$ cat config.mk
export PLATFORM = sky130hd
export DESIGN_NAME = ddr2_app_byte_bridge
export DESIGN_NICKNAME = d
export VERILOG_FILES = /design/src/rtl/ddr2_bridge_pkg.sv /design/src/rtl/ddr2_lane_select.sv /design/src/rtl/ddr2_app_byte_bridge.sv
export SDC_FILE = /design/constraint.sdc
export NUM_CORES = 1
export LEC_CHECK = 0
export CELL_PAD_IN_SITES_DETAIL_PLACEMENT = 0
export CELL_PAD_IN_SITES_GLOBAL_PLACEMENT = 1
export CORE_UTILIZATION = 35
export DETAILED_ROUTE_END_ITERATION = 12
export GPL_TIMING_DRIVEN = 0
export PLACE_DENSITY_LB_ADDON = 0.1
export SLEW_MARGIN = 5
export SYNTH_ARGS = -nofsm -noshare
export SYNTH_HDL_FRONTEND = slang
export SYNTH_HIERARCHICAL = 1
export SYNTH_SLANG_ARGS = --single-unit
export TNS_END_PERCENT = 5
$ cat constraint.sdc
create_clock -name clk_i -period 4.7 [get_ports clk_i]
set_input_delay 1.41 -clock clk_i [delete_from_list [all_inputs] [get_ports clk_i]]
set_output_delay 1.41 -clock clk_i [all_outputs]
set_load 0.05 [all_outputs]
$ cat src/rtl/ddr2_bridge_pkg.sv
// Shared constants and state encoding for the DDR2 byte bridge.
// Imported by ddr2_lane_select and ddr2_app_byte_bridge.
package ddr2_bridge_pkg;

  localparam logic [2:0] CMD_WRITE = 3'b000;
  localparam logic [2:0] CMD_READ  = 3'b001;

  localparam int LANE_BITS  = 4;
  localparam int LINE_BYTES = 16;
  localparam int LINE_BITS  = LINE_BYTES * 8;

  typedef enum logic [2:0] {
    IDLE,
    WR,
    RD_CMD,
    RD_WAIT,
    HIT
  } state_e;

endpackage

$ cat src/rtl/ddr2_lane_select.sv
// Byte-lane helper for a 128-bit MIG line: extracts one byte, replicates a
// write byte across all lanes and builds the write mask (1 = lane masked).
module ddr2_lane_select
  import ddr2_bridge_pkg::*;
(
  input  logic [LINE_BITS-1:0]  line_i,
  input  logic [LANE_BITS-1:0]  rd_lane_i,
  output logic [7:0]            byte_o,
  input  logic [LANE_BITS-1:0]  wr_lane_i,
  input  logic [7:0]            wr_byte_i,
  output logic [LINE_BITS-1:0]  rep_o,
  output logic [LINE_BYTES-1:0] mask_o
);

  assign byte_o = line_i[{rd_lane_i, 3'b000} +: 8];
  assign rep_o  = {LINE_BYTES{wr_byte_i}};
  assign mask_o = ~(LINE_BYTES'(1) << wr_lane_i);

endmodule

$ cat src/rtl/ddr2_app_byte_bridge.sv
// Byte-wide request responder driving MIG 7-series app/wdf ports (ui_clk domain).
// Optional one-line read cache enabled by defining DDR2_READ_LINE_CACHE_EN.
module ddr2_app_byte_bridge
  import ddr2_bridge_pkg::*;
#(
  parameter int ADDR_W = 27,
  parameter int LINE_W = 128
) (
  input  logic                  clk_i,
  input  logic                  rst_i,
  input  logic                  calib_complete_i,
  input  logic                  rd_request_i,
  input  logic [ADDR_W-1:0]     rd_address_i,
  output logic [7:0]            rd_data_o,
  output logic                  rd_data_valid_o,
  input  logic                  wr_request_i,
  input  logic [ADDR_W-1:0]     wr_address_i,
  input  logic [7:0]            wr_data_i,
  output logic                  idle_o,
  output logic [ADDR_W-1:0]     app_addr_o,
  output logic [2:0]            app_cmd_o,
  output logic                  app_en_o,
  input  logic                  app_rdy_i,
  output logic [LINE_W-1:0]     app_wdf_data_o,
  output logic [LINE_BYTES-1:0] app_wdf_mask_o,
  output logic                  app_wdf_wren_o,
  output logic                  app_wdf_end_o,
  input  logic                  app_wdf_rdy_i,
  input  logic [LINE_W-1:0]     app_rd_data_i,
  input  logic                  app_rd_data_valid_i
);

  localparam int TAG_W = ADDR_W - LANE_BITS;

  state_e                state_q, state_d;
  logic                  cmd_done_q, cmd_done_d;
  logic                  data_done_q, data_done_d;
  logic [ADDR_W-1:0]     addr_q, addr_d;
  logic [2:0]            cmd_q, cmd_d;
  logic [LINE_W-1:0]     data_q, data_d;
  logic [LINE_BYTES-1:0] mask_q, mask_d;
  logic [7:0]            rd_data_q, rd_data_d;
  logic                  rd_valid_q, rd_valid_d;

  logic                  rd_accept, wr_accept;
  logic                  cmd_ok, data_ok;
  logic [7:0]            rsp_byte;
  logic [LINE_W-1:0]     wr_rep;
  logic [LINE_BYTES-1:0] wr_mask;
  logic                  rd_hit;
  logic [7:0]            hit_byte;

  ddr2_lane_select u_rsp_lane (
    .line_i    (app_rd_data_i),
    .rd_lane_i (addr_q[LANE_BITS-1:0]),
    .byte_o    (rsp_byte),
    .wr_lane_i (wr_address_i[LANE_BITS-1:0]),
    .wr_byte_i (wr_data_i),
    .rep_o     (wr_rep),
    .mask_o    (wr_mask)
  );

  assign idle_o    = (state_q == IDLE) && calib_complete_i;
  // A simultaneous write is dropped: CPU fetches take priority.
  assign rd_accept = idle_o && rd_request_i;
  assign wr_accept = idle_o && wr_request_i && !rd_request_i;

  // Handshakes seen this cycle count toward completion immediately.
  assign cmd_ok  = cmd_done_q || app_rdy_i;
  assign data_ok = data_done_q || app_wdf_rdy_i;

`ifdef DDR2_READ_LINE_CACHE_EN
  logic [LINE_W-1:0]     line_q, line_d;
  logic [TAG_W-1:0]      tag_q, tag_d;
  logic                  line_valid_q, line_valid_d;
  logic [LINE_W-1:0]     upd_rep;
  logic [LINE_BYTES-1:0] upd_mask;
  logic                  wr_hit;

  ddr2_lane_select u_cache_lane (
    .line_i    (line_q),
    .rd_lane_i (rd_address_i[LANE_BITS-1:0]),
    .byte_o    (hit_byte),
    .wr_lane_i (wr_address_i[LANE_BITS-1:0]),
    .wr_byte_i (wr_data_i),
    .rep_o     (upd_rep),
    .mask_o    (upd_mask)
  );

  assign rd_hit = line_valid_q && (tag_q == rd_address_i[ADDR_W-1:LANE_BITS]);
  assign wr_hit = line_valid_q && (tag_q == wr_address_i[ADDR_W-1:LANE_BITS]);

  always_comb begin
    line_d       = line_q;
    tag_d        = tag_q;
    line_valid_d = line_valid_q;
    if (state_q == RD_WAIT && app_rd_data_valid_i) begin
      line_d       = app_rd_data_i;
      tag_d        = addr_q[ADDR_W-1:LANE_BITS];
      line_valid_d = 1'b1;
    end else if (wr_accept && wr_hit) begin
      for (int i = 0; i < LINE_BYTES; i++) begin
        if (!upd_mask[i]) line_d[i*8 +: 8] = upd_rep[i*8 +: 8];
      end
    end
  end

  always_ff @(posedge clk_i) begin
    if (rst_i) line_valid_q <= 1'b0;
    else       line_valid_q <= line_valid_d;
  end

  // NOTE: line and tag are plain storage qualified by line_valid_q, so they
  // carry no reset; only the valid bit must come up cleared.
  always_ff @(posedge clk_i) begin
    line_q <= line_d;
    tag_q  <= tag_d;
  end
`else
  assign rd_hit   = 1'b0;
  assign hit_byte = 8'h00;
`endif

  always_comb begin
    // NOTE: every target gets a default before the case so no path leaves a
    // signal unassigned, which would otherwise infer a latch.
    state_d     = state_q;
    cmd_done_d  = cmd_done_q;
    data_done_d = data_done_q;
    addr_d      = addr_q;
    cmd_d       = cmd_q;
    data_d      = data_q;
    mask_d      = mask_q;
    rd_data_d   = rd_data_q;
    rd_valid_d  = 1'b0;

    unique case (state_q)
      IDLE: begin
        if (rd_accept) begin
          addr_d = rd_address_i;
          cmd_d  = CMD_READ;
          if (rd_hit) begin
            rd_data_d  = hit_byte;
            rd_valid_d = 1'b1;
            state_d    = HIT;
          end else begin
            state_d = RD_CMD;
          end
        end else if (wr_accept) begin
          addr_d      = wr_address_i;
          cmd_d       = CMD_WRITE;
          data_d      = wr_rep;
          mask_d      = wr_mask;
          cmd_done_d  = 1'b0;
          data_done_d = 1'b0;
          state_d     = WR;
        end
      end
      WR: begin
        cmd_done_d  = cmd_ok;
        data_done_d = data_ok;
        if (cmd_ok && data_ok) state_d = IDLE;
      end
      RD_CMD: begin
        if (app_rdy_i) state_d = RD_WAIT;
      end
      RD_WAIT: begin
        if (app_rd_data_valid_i) begin
          rd_data_d  = rsp_byte;
          rd_valid_d = 1'b1;
          state_d    = IDLE;
        end
      end
      HIT:     state_d = IDLE;
      default: state_d = IDLE;
    endcase
  end

  // NOTE: sequential state uses non-blocking assignments so every flop
  // samples pre-edge values regardless of statement order.
  always_ff @(posedge clk_i) begin
    if (rst_i) begin
      state_q     <= IDLE;
      cmd_done_q  <= 1'b0;
      data_done_q <= 1'b0;
      addr_q      <= '0;
      cmd_q       <= CMD_WRITE;
      data_q      <= '0;
      mask_q      <= '1;
      rd_data_q   <= 8'h00;
      rd_valid_q  <= 1'b0;
    end else begin
      state_q     <= state_d;
      cmd_done_q  <= cmd_done_d;
      data_done_q <= data_done_d;
      addr_q      <= addr_d;
      cmd_q       <= cmd_d;
      data_q      <= data_d;
      mask_q      <= mask_d;
      rd_data_q   <= rd_data_d;
      rd_valid_q  <= rd_valid_d;
    end
  end

  // MIG addresses 16-bit words; a 16-byte line is 8 words, so the low 3 bits are zero.
  assign app_addr_o      = {1'b0, addr_q[ADDR_W-1:LANE_BITS], 3'b000};
  assign app_cmd_o       = cmd_q;
  assign app_en_o        = ((state_q == WR) && !cmd_done_q) || (state_q == RD_CMD);
  assign app_wdf_wren_o  = (state_q == WR) && !data_done_q;
  assign app_wdf_end_o   = app_wdf_wren_o;
  assign app_wdf_data_o  = data_q;
  assign app_wdf_mask_o  = mask_q;
  assign rd_data_o       = rd_data_q;
  assign rd_data_valid_o = rd_valid_q;

endmodule
======== After elaboration in Yosys (flattened, before gate mapping) ========
Cells that the tools add are included.
W data, S select, Z words.
operators by class
  equality and inequality tests ........... 9
  shifts and indexed selects .............. 2
  muxes and demuxes ....................... 15
  bitwise gates (word level) .............. 3
  reduce and logical (&&, ||, !) cells .... 22
operators by type and width
  cell                    count
  $shiftx A128 B8 Y8      1
  $mux W27                2
  $mux W3                 7
  $not A16 Y16            1
  $shl A1 B4 Y16 const A  1
  $pmux W3 S4             1
  $ne A2 B2 Y1 const B    5
  $logic_and A1 B1 Y1     7
  $eq A3 B2 Y1 const B    2
  $reduce_and A3 Y1       2
  $pmux W1 S2             2
  $reduce_and A2 Y1       2
  $reduce_and A4 Y1       1
  $reduce_bool A2 Y1      2
  $eq A3 B1 Y1 const B    1
  $logic_not A1 Y1        3
  $logic_not A3 Y1        1
  $logic_or A1 B1 Y1      3
  $mux W1                 3
  $ne A3 B3 Y1 const B    1
  $not A1 Y1              2
  $reduce_or A2 Y1        1
storage, ports and cells
  flip-flop bits (word level) ............. 188
  input port bits ......................... 198
  output and inout port bits .............. 187
  word-level logic and storage cells ...... 60

======== Longest topological paths before layout ========
Gate-level depths: netlist (run 1).
  depth in word-level cells ............... 7
  depth in mapped cells ................... 7
  mapped depth without buffers ............ 5

======== Cells and area by module ========
Netlist (run 1), hierarchy kept.
modules (own cells, without submodules)
  module                instances  cells each  area each (µm²)  seq. area each (µm²)
  ddr2_app_byte_bridge  1          898         7479.7           3703.6
  ddr2_lane_select      1          220         2097.0           0.0

======== Least setup slack after synthesis (run 1) ========
OpenSTA, ideal clock, no wires.
  kind .................................... register to output
  from .................................... reg state_q[1]
  to ...................................... out app_wdf_wren_o
  arrival time ............................ 2127 ps
  required time ........................... 3290 ps
  path slack .............................. 1163 ps
  stages on the path, launching flop included .. 4
  path buffers ............................ 2
  cell sequence ........................... dfxtp_1 > clkbuf_1 > nor3b_1 > buf_4
between the ends
  longest elaborated chain between the ends .. 2
ends and longest elaborated chain
  item                      RTL line                     source
  start: declaration        ddr2_app_byte_bridge.sv:35   state_e state_q, state_d;
  start signal: assignment  ddr2_app_byte_bridge.sv:193  state_q <= state_d;
  $eq A3 B1 Y1              ddr2_app_byte_bridge.sv:209  assign app_wdf_wren_o = (state_q == WR) && !data_done_q;
  $logic_and A1 B1 Y1       ddr2_app_byte_bridge.sv:209
  end: declaration          ddr2_app_byte_bridge.sv:26   output logic app_wdf_wren_o,
Every way passes these cells.

======== Worst setup path in the final report (run 1) ========
  from .................................... in calib_complete_i
  to ...................................... out idle_o
between the ends
  longest elaborated chain between the ends .. 1
ends and longest elaborated chain
  item                 RTL line                    source
  start: declaration   ddr2_app_byte_bridge.sv:11  input logic calib_complete_i,
  $logic_and A1 B1 Y1  ddr2_app_byte_bridge.sv:63  assign idle_o = (state_q == IDLE) && calib_complete_i;
  end: declaration     ddr2_app_byte_bridge.sv:19  output logic idle_o,
Every way passes these cells.

==> metrics.md, run 1 <==
| Metric | Value |
|---|---|
| Detailed-route wire length per cell | roughly 19 um |
| Root buf cell | clkbuf_16 |
| Initial antenna violation count | 1 |
| GRT overflow | 0 |
| Fin. max-slew vios | 0 |
| Synth top area cells | dfxtp_1 (39%), buf_4 (13%), o21ai_0 (8.3%) |
| Hold path depth | 2 |
| RSZ-0062 raised after global routing | no |
| Hold-fix buffers, CTS | 0 |
| DR pass1 iterations | 6 |
| Setup violators final | 0 |
| Row count | 60 |
| Tot GR Track Use | about a quarter |
| Num ports | 385 |
| Starting Density | a little over a third |
| HPWL Detailed | ~26000 um |
| Cell Pwr Density | 308.5 mW/mm^2 |
| Total Wirelength | approximately 36000 um |
| Area after DPL | ~0.014 mm^2 |
| Cells after Synth | ~1100 |
| Crit path kind | input port to output pin |
| Worst setup SP type | input port |
| Remaining antenna violation count after routing | 0 |
| Status | complete, no violations |
| Setup TNS | 0 ns |
| CTS Buf Count | 17 |
| Ys flop type | dfxtp_1 |
| First-pass GRT wire length | 53980 um |
| Worst EP arrival | 2.95 ns |
| Initial DRC count | 819 |
| Die W | approximately 170 um |
| CORE AREA | between 0.02 and 0.03 mm^2 |
| Cell taking the most area after synthesis | dfxtp_1 |
| CTS clock-pin slew for the worst setup and hold paths | ~0.070 ns |
| Tightest Hold Check Type | register to register |
| Fraction of layout instances using a drive strength above 1 | 17.59% |
| Layout Nets | between 1500 and 2000 |
| Vias in the first global route | 9024 |
| Final design area excluding fillers | between 0.01 and 0.015 mm^2 |
| Placer congestion estimate | a little under 0.8 |
| Async SR Flop Fraction | 0% |
| Die Area | approximately 0.028 mm^2 |
| Worst R2R Path Depth | 7 |
| Slew HR | between 50% and 60% |
| I/O Buffers | 369 |
| Tcrit/Tclk final | just over 90% |
| Via count | 9497 |
| Largest net degree at the start of global routing | 20 |
| Final Hold Viols | 0 |
| Most frequent cells after synthesis | dfxtp_1 (185), buf_4 (164), o21ai_0 (158), a21oi_1 (140), nand3_1 (136) |
| Skew-Pair Late Insertion Delay | about 0.45 ns |
| Syn-to-layout area delta | 49.71% |
| CTS Sinks | 185 |
| Post-Syn Area | 0.009577 mm^2 |
| Sequential share of the synthesized area | 38.67% |
| P_leak | ~5.3 nW |
| PostCTS Resize Cnt | 0 |
| Via/cell ratio | around 5.1 |
| Finished Layout Cells | 1866 |
| Slew @ Worst Pin | roughly 0.67 ns |
| Max Cap Viol | 0 |
| Layout fillers | about 2600 |
| Max Fanout on Critical Path | 5 |
| Period minus WS final | roughly 4.4 ns |
| Peak VDD IR | about 0.18 mV |
| Crit path required time | around 3.3 ns |
| Placed insts | around 1800 |
| H-tree depth | 4 |
| Seq cells post-synth | 185 |
| Number of enable flip-flop cells after synthesis | 0 |
| Drt drc | 0 |
| Max Root-Sink Buffers | 2 |
| Yosys warnings | 6 |
| Post-CTS setup buffers | 0 |
| CTS tree | yes |
| Crit end category | output pin |
| Yosys top cell area share | between 30% and 40% |
| Synth Area per Inst | ~8.6 um^2 |
| Die height | around 170 um |
| FMAX | roughly 0.23 GHz |
| Top-count cell post-synth | dfxtp_1 |
| Final core occ | between 50% and 60% |
| Clock skew | 0.02618 ns |
| Synth unique cells | 38 |
-- worst paths after layout --
kind,start,end,slack (ns)
worst max register to register,addr_q[0],rd_data_o[3],2.81
worst min register to register,rd_data_o[4],rd_data_o[4],0.46
worst max-delay path,calib_complete_i,idle_o,0.34
worst min-delay path,rd_data_o[4],rd_data_o[4],0.46
-- power breakdown --
group | internal (mW) | leakage [nW] | switching [mW] | total, mW
clock network | 0.782 | 0.299 | 0.736 | 1.52
logic | 0.536 | 3.45 | 0.690 | 1.23
registers | 1.64 | 1.50 | 0.0396 | 1.68
total | 2.96 | 5.25 | 1.47 | 4.42
-- metal layers --
metal	global-route usage (%)	wire length (um)	up-vias
met5	0	0	-
met4	6.183	493	0
met3	5.672	2350	31
met2	42.43	17260	323
met1	32.41	15920	4483
li1	-	-	4660
-- worst max-delay path, cell delays in order --
cell and delay (ns):
clkdlybuf4s50_1 0.54, and2_1 0.14, clkdlybuf4s50_1 0.85
-- cells by family after synthesis --
kind of cell | Yosys count | share of synthesized area, %
AO/OA/AOI/OAI | 389 | 22.54
flip-flops | 185 | 38.67
AND/OR/NAND/NOR | 239 | 12.29
buffers and inverters | 271 | 18.26
multiplexers | 33 | 8.192
other | 1 | 0.03916
-- cell type report --
cell class              count  area (um^2)  area share (%)
diodes                      1        2.502         0.01745
plain buffers             271         1749           12.20
clock buffers              18        439.2           3.063
clock inverters            14        180.2           1.257
multi-input cells         667         4143           28.89
flip-flops and latches    185         3704           25.83
well taps                 341        426.7           2.976
repair buffers            369         3694           25.76
-- placed cells by master, fill, tap and decap left out, types with 17 or more instances in the layout --
cell,instances
buf_2,39
clkbuf_16,17
buf_4,164
a21oi_1,140
dfxtp_1,185
o21ai_0,158
a31oi_1,26
and3_1,17
nand3_1,136
clkbuf_1,55
mux4_2,18
nor2_1,33
clkdlybuf4s50_1,369
nand2_1,35
a211oi_1,26
-- sequential cells by signal, indices dropped and copies added (netlist names) --
name,cells
data_done_q,1
state_q,2
cmd_done_q,1
app_wdf_data_o,128
app_cmd_o,1
addr_q,27
rd_data_valid_o,1
app_wdf_mask_o,16
rd_data_o,8
-- stage by stage --
stage / power (mW) / hold WS [ns] / setup WS [ns]
floorplan: 2.477 / 0.4560 / 1.163
global placement: 2.934 / 0.4411 / 0.3440
detailed placement: 2.941 / 0.4464 / 0.3416
CTS: 4.459 / 0.4558 / 0.3380
global route: 4.602 / 0.4790 / 0.3039
finish: 4.423 / 0.4563 / 0.3413
Power figures use the tool's default switching activity.
==> run 2: changes to the inputs <==
CELL_PAD_IN_SITES_DETAIL_PLACEMENT = unset   (was 0)
CELL_PAD_IN_SITES_GLOBAL_PLACEMENT = unset   (was 1)
CORE_AREA = 2 2 147 149   (was unset)
CORE_UTILIZATION = unset   (was 35)
DIE_AREA = 0 0 149 151   (was unset)
PLACE_DENSITY = 0.84   (was unset)
PLACE_DENSITY_LB_ADDON = unset   (was 0.1)
==> metrics.md, run 2 (same netlist as run 1, synthesis figures left out) <==
| Metric | Value |
|---|---|
| Syn-to-layout area delta | 48.34% |
| Post-CTS setup buffers | 0 (unchanged) |
| Most used cell, CP | clkdlybuf4s50_1 |
| Clock skew | 0.01126 ns (-0.01493 ns) |
| Hold-fix buffers, CTS | 0 (unchanged) |
| Most frequent cells in the layout | clkdlybuf4s50_1 (369), dfxtp_1 (185), buf_4 (164), o21ai_0 (158), a21oi_1 (140) |
| Largest net degree at the start of global routing | 17 (-15%) |
| CTS Buf Count | 17 (unchanged) |
| Setup TNS | 0 ns (unchanged) |
| HPWL Detailed | 26730 um (+2.3%) |
| Max Root-Sink Buffers | 2 (unchanged) |
| Vias in the first global route | 9723 (+7.7%) |
| Max reg flops | 128 (unchanged) |
| FMAX | 0.2257 GHz (-1.6%) |
| Initial DRC count | 695 (-15%) |
| Die Area | 0.02250 mm^2 (-20%) |
| CTS Sinks | 185 (unchanged) |
| Via/cell ratio | 5.543 (+8.9%) |
| CORE AREA | 0.02082 mm^2 (-23%) |
| Initial antenna violation count | 2 (+1) |
| Starting Density | 45.99% (+10 points) |
| Status | complete, no violations |
| GRT overflow | 0 (unchanged) |
| Num ports | 385 (unchanged) |
| Root buf cell | clkbuf_16 |
| Worst setup SP type | input port |
| I/O Buffers | 369 (unchanged) |
| RSZ-0062 raised after global routing | no |
| Worst EP arrival | 3.02 ns (+0.07 ns) |
| Die height | 151 um (-9.8%) |
| Critical path's largest stage delay | 0.86 ns (about the same) |
| Fin. max-slew vios | 0 (unchanged) |
| Final Hold Viols | 0 (unchanged) |
| Via count | 9978 (+5.1%) |
| Tot GR Track Use | 31.36% (+6.2 points) |
| Total Wirelength | 36210 um (+0.54%) |
| First-pass GRT wire length | 54050 um (+0.13%) |
| CP Cell Sequence | clkdlybuf4s50_1 > and2_1 > clkdlybuf4s50_1 |
| Slew HR | 42.17% (-13 points) |
| Tcrit/Tclk final | 94.26% (+1.5 points) |
| Crit Reg-Reg Startpoint | addr_q[0] |
| Die W | 149 um (-11%) |
| Remaining antenna violation count after routing | 0 (unchanged) |
| Detailed-route wire length per cell | 20.12 um (+4.2%) |
| Worst hold start | rd_data_o[3] |
| Crit path kind | input port to output pin |
| CTS tree | yes |
| Placer congestion estimate | 0.9752 (+23%) |
| H-tree depth | 4 (unchanged) |
| Peak VDD IR | 0.2266 mV (+23%) |
| Max Cap Viol | 0 (unchanged) |
| Slew @ Worst Pin | 0.8656 ns (+0.1990 ns) |
| CTS clock-pin slew for the worst setup and hold paths | 0.06 ns (about the same) |
| Placed insts | 1767 (-3.6%) |
| Drt drc | 0 (unchanged) |
| Setup violators final | 0 (unchanged) |
| CP max-delay cell | clkdlybuf4s50_1 |
| P_leak | 5.232 nW (-0.38%) |
| PostCTS Resize Cnt | 0 (unchanged) |
| Commonest non-fill, non-tap cell in the layout | clkdlybuf4s50_1 |
| Row count | 53 (-12%) |
| Fraction of layout instances using a drive strength above 1 | 17.47% (-0.12 points) |
| DR pass1 iterations | 5 (-1) |
| Cell Pwr Density | 304.8 mW/mm^2 (-1.2%) |
| Period minus WS final | 4.430 ns (+0.07156 ns) |
| Skew-Pair Late Insertion Delay | 0.43 ns (-0.02 ns) |
| Hold_ws | 0.4562 ns (-0.0001190 ns) |
| Worst setup startpoint | calib_complete_i |
| Layout Nets | 1709 (unchanged) |
| Crit path required time | 3.29 ns (about the same) |
| Tightest Hold Check Type | register to register |
| Crit end category | output pin |
| Finished Layout Cells | 1800 (-3.5%) |
| Max Fanout on Critical Path | 5 (unchanged) |
[run 2: area by class of cell]
type                       count  area [um^2]
clock buffer                  20        456.7
antenna                        2        5.005
clock inverter                11        111.4
multi-input combinational    667         4143
buffer                       271         1749
timing repair buffer         369         3694
sequential                   185         3704
fill                        1686         6616
tap                          275        344.1
[run 2: layer usage]
metal	wire, um	global-route usage [%]	vias up
li1	-	-	4652
met1	14860	39.31	4733
met2	16500	49.56	491
met3	3423	10.12	102
met4	1434	13.86	0
met5	0	0	-
[run 2: metrics by stage]
stage / utilization (%) / setup slack, ns / instance area (um^2) / total power, mW
after floorplan: - / 1.163 / 9595 / 2.477
after global placement: 65.47 / 0.3476 / 13630 / 2.919
after detailed placement: 65.47 / 0.3218 / 13630 / 2.941
after CTS: 68.20 / 0.2998 / 14200 / 4.337
after global routing: 68.23 / 0.2433 / 14210 / 4.489
final: 68.23 / 0.2698 / 14210 / 4.329
[run 2: path summary, 6_finish.rpt]
check        depth (start not counted)  slack (ns)           end
min reg2reg                          2        0.46  rd_data_o[3]
min                                  2        0.46  rd_data_o[3]
max reg2reg                          7        2.78  rd_data_o[7]
max                                  3        0.27        idle_o
[run 2: worst max-delay path, delay by kind of cell]
family | cells | cell delay (ns)
and+or+nand+nor | 1 | 0.20
buffers and inverters | 2 | 1.40
[run 2: power breakdown]
part | leakage, nW | switching (mW) | total (mW) | internal (mW)
sequential | 1.50 | 0.0437 | 1.68 | 1.64
clock | 0.279 | 0.641 | 1.41 | 0.766
combinational | 3.45 | 0.703 | 1.24 | 0.537
==> run 3: changes to the inputs <==
CORE_AREA = 4 4 149 151   (was 2 2 147 149)
CTS_CLUSTER_DIAMETER = 80   (was unset)
DIE_AREA = 0 0 153 155   (was 0 0 149 151)
==> metrics.md, run 3 (same netlist as run 1, synthesis figures left out) <==
| Metric | Value |
|---|---|
| Tot Pwr | 4.417 mW (+2.0%) |
| CP max-delay cell | clkdlybuf4s50_1 |
| H-tree depth | 4 (unchanged) |
| Tightest Hold Check Type | register to register |
| Setup TNS | 0 ns (unchanged) |
| RSZ-0062 raised after global routing | no |
| Die Area | 0.02372 mm^2 (+5.4%) |
| Most frequent cells in the layout | clkdlybuf4s50_1 (369), dfxtp_1 (185), buf_4 (164), o21ai_0 (158), a21oi_1 (140) |
| Crit-path leading delay family | buffers and inverters |
| GRT overflow | 0 (unchanged) |
| Most crowded layer after global routing | met2 |
| Max Root-Sink Buffers | 2 (unchanged) |
| Hold_ws | 0.4548 ns (-0.001427 ns) |
| Via/cell ratio | 5.559 (+0.28%) |
| Crit end category | output pin |
| FMAX | 0.2290 GHz (+1.5%) |
| CORE AREA | 0.02082 mm^2 (unchanged) |
| Largest net degree at the start of global routing | 19 (+2) |
| GR Layer Usage met2 | 47.67% (-1.9 points) |
| Setup violators final | 0 (unchanged) |
| CP Cell Sequence | clkdlybuf4s50_1 > and2_1 > clkdlybuf4s50_1 |
| Critical path depth | 3 (unchanged) |
| Critical path's largest stage delay | 0.83 ns (-0.03 ns) |
| Post-CTS setup buffers | 0 (unchanged) |
| Remaining antenna violation count after routing | 0 (unchanged) |
| Fin. max-slew vios | 0 (unchanged) |
| Pre-CTS WS | 0.3494 ns (+0.02763 ns) |
| Layout fillers | 1725 (+2.3%) |
| Cell Pwr Density | 310.0 mW/mm^2 (+1.7%) |
| Final core occ | 68.42% (+0.20 points) |
| Clock skew | 0.01167 ns (+0.0004164 ns) |
| Slew HR | 54.28% (+12 points) |
| Status | complete, no violations |
| Placer congestion estimate | 0.9233 (-5.3%) |
| Num ports | 385 (unchanged) |
| Total Wirelength | 37240 um (+2.8%) |
| Worst EP arrival | 2.96 ns (-0.06 ns) |
| Drt drc | 0 (unchanged) |
| P_leak | 5.245 nW (+0.25%) |
| Worst R2R Path Depth | 7 (unchanged) |
| CTS tree | yes |
| Max Cap Viol | 0 (unchanged) |
| Worst R2R End | rd_data_o[7] |
| Area after DPL | 0.01363 mm^2 (unchanged) |
| CTS Sinks | 185 (unchanged) |
| Max reg flops | 128 (unchanged) |
| Root buf cell | clkbuf_16 |
| Crit Reg-Reg Startpoint | addr_q[0] |
| Row count | 53 (unchanged) |
| Syn-to-layout area delta | 48.77% |
| Most used cell, CP | clkdlybuf4s50_1 |
| Reg2Reg Setup Slack | 2.78 ns (about the same) |
| Met3 GRT Util | 9.624% (-0.50 points) |
| Tcrit/Tclk final | 92.91% (-1.4 points) |
| CTS clock-pin slew for the worst setup and hold paths | 0.06 ns (about the same) |
| Buf/Inv on CP | 2 (unchanged) |
| Worst setup startpoint | calib_complete_i |
| Layout Nets | 1709 (unchanged) |
| Skew-Pair Late Insertion Delay | 0.43 ns (about the same) |
| Hold-fix buffers, CTS | 0 (unchanged) |
| CP Capture Point | idle_o |
| Die height | 155 um (+2.6%) |
| Tot GR Track Use | 29.92% (-1.4 points) |
| PostCTS Resize Cnt | 0 (unchanged) |
| Final design area excluding fillers | 0.01425 mm^2 (+0.29%) |
| First-pass GRT wire length | 56160 um (+3.9%) |
| Worst setup SP type | input port |
| I/O Buffers | 369 (unchanged) |
| Placed insts | 1767 (unchanged) |
| Period minus WS final | 4.367 ns (-0.06364 ns) |
| HPWL Detailed | 27830 um (+4.1%) |
| CTS Buf Count | 17 (unchanged) |
| Detailed-route wire length per cell | 20.68 um (+2.8%) |
| Die W | 153 um (+2.7%) |
| Final Hold Viols | 0 (unchanged) |
| Fraction of layout instances using a drive strength above 1 | 17.53% (+0.066 points) |
| Post-route setup slack | 0.3334 ns (+0.06364 ns) |
| Initial antenna violation count | 2 (unchanged) |
| Finished Layout Cells | 1801 (+0.056%) |
| M1 GR Usage | 37.19% (-2.1 points) |
| Commonest non-fill, non-tap cell in the layout | clkdlybuf4s50_1 |
| Crit path required time | 3.29 ns (about the same) |
| Slew @ Worst Pin | 0.6837 ns (-0.1820 ns) |
| Peak VDD IR | 0.2499 mV (+10%) |
| Starting Density | 45.99% (unchanged) |
| Max Fanout on Critical Path | 5 (unchanged) |
| Via count | 10010 (+0.33%) |
| Vias in the first global route | 9915 (+2.0%) |
| DR pass1 iterations | 6 (+1) |
| Crit path kind | input port to output pin |
| Initial DRC count | 749 (+7.8%) |
## run 3: cell count changes in the layout (fill, tap and decap cells not counted)
cell	delta
clkbuf_8	-2
clkinvlp_4	+1
diode_2	+1
inv_8	+2
inv_6	+1
clkinv_4	-3
clkbuf_1	-1
clkinv_2	-1
clkinv_8	+2
bufinv_16	+1
## run 3: tightest hold or removal path: stages, from the launching register on
cell and delay, ns:
dfxtp_1 0.31, nand2_1 0.05, a21oi_1 0.05
## run 3: area by class of cell
class | count | area (um^2) | share of cell area [%]
Antenna cell | 3 | 7.507 | 0.05269
Buffer | 271 | 1749 | 12.28
Clock buffer | 17 | 425.4 | 2.986
Clock inverter | 14 | 181.4 | 1.273
Multi-Input combinational cell | 667 | 4143 | 29.08
Sequential cell | 185 | 3704 | 25.99
Tap cell | 275 | 344.1 | 2.415
Timing Repair Buffer | 369 | 3694 | 25.92
## run 3: per-layer routing
metal	vias up	wire length, um
met5	-	0
met4	0	1587
met3	112	3358
met2	486	17140
met1	4752	15150
li1	4661	-
## run 3: how the worst min path moves through the flow
stage | depth (start not counted) | endpoint | start
final | 2 | rd_data_o[1] | rd_data_o[1]
after global routing | 2 | rd_data_o[1] | rd_data_o[1]
after CTS | 2 | rd_data_o[6] | rd_data_o[6]
after detailed placement | 2 | rd_data_o[6] | rd_data_o[6]
after global placement | 2 | rd_data_o[5] | rd_data_o[5]
after floorplan | 2 | addr_q[10] | addr_q[10]
## run 3: where the power goes
part | total (mW) | switching [mW] | internal [mW]
logic | 1.24 | 0.702 | 0.537
registers | 1.68 | 0.0438 | 1.64
clock network | 1.50 | 0.687 | 0.808
total | 4.42 | 1.43 | 2.98
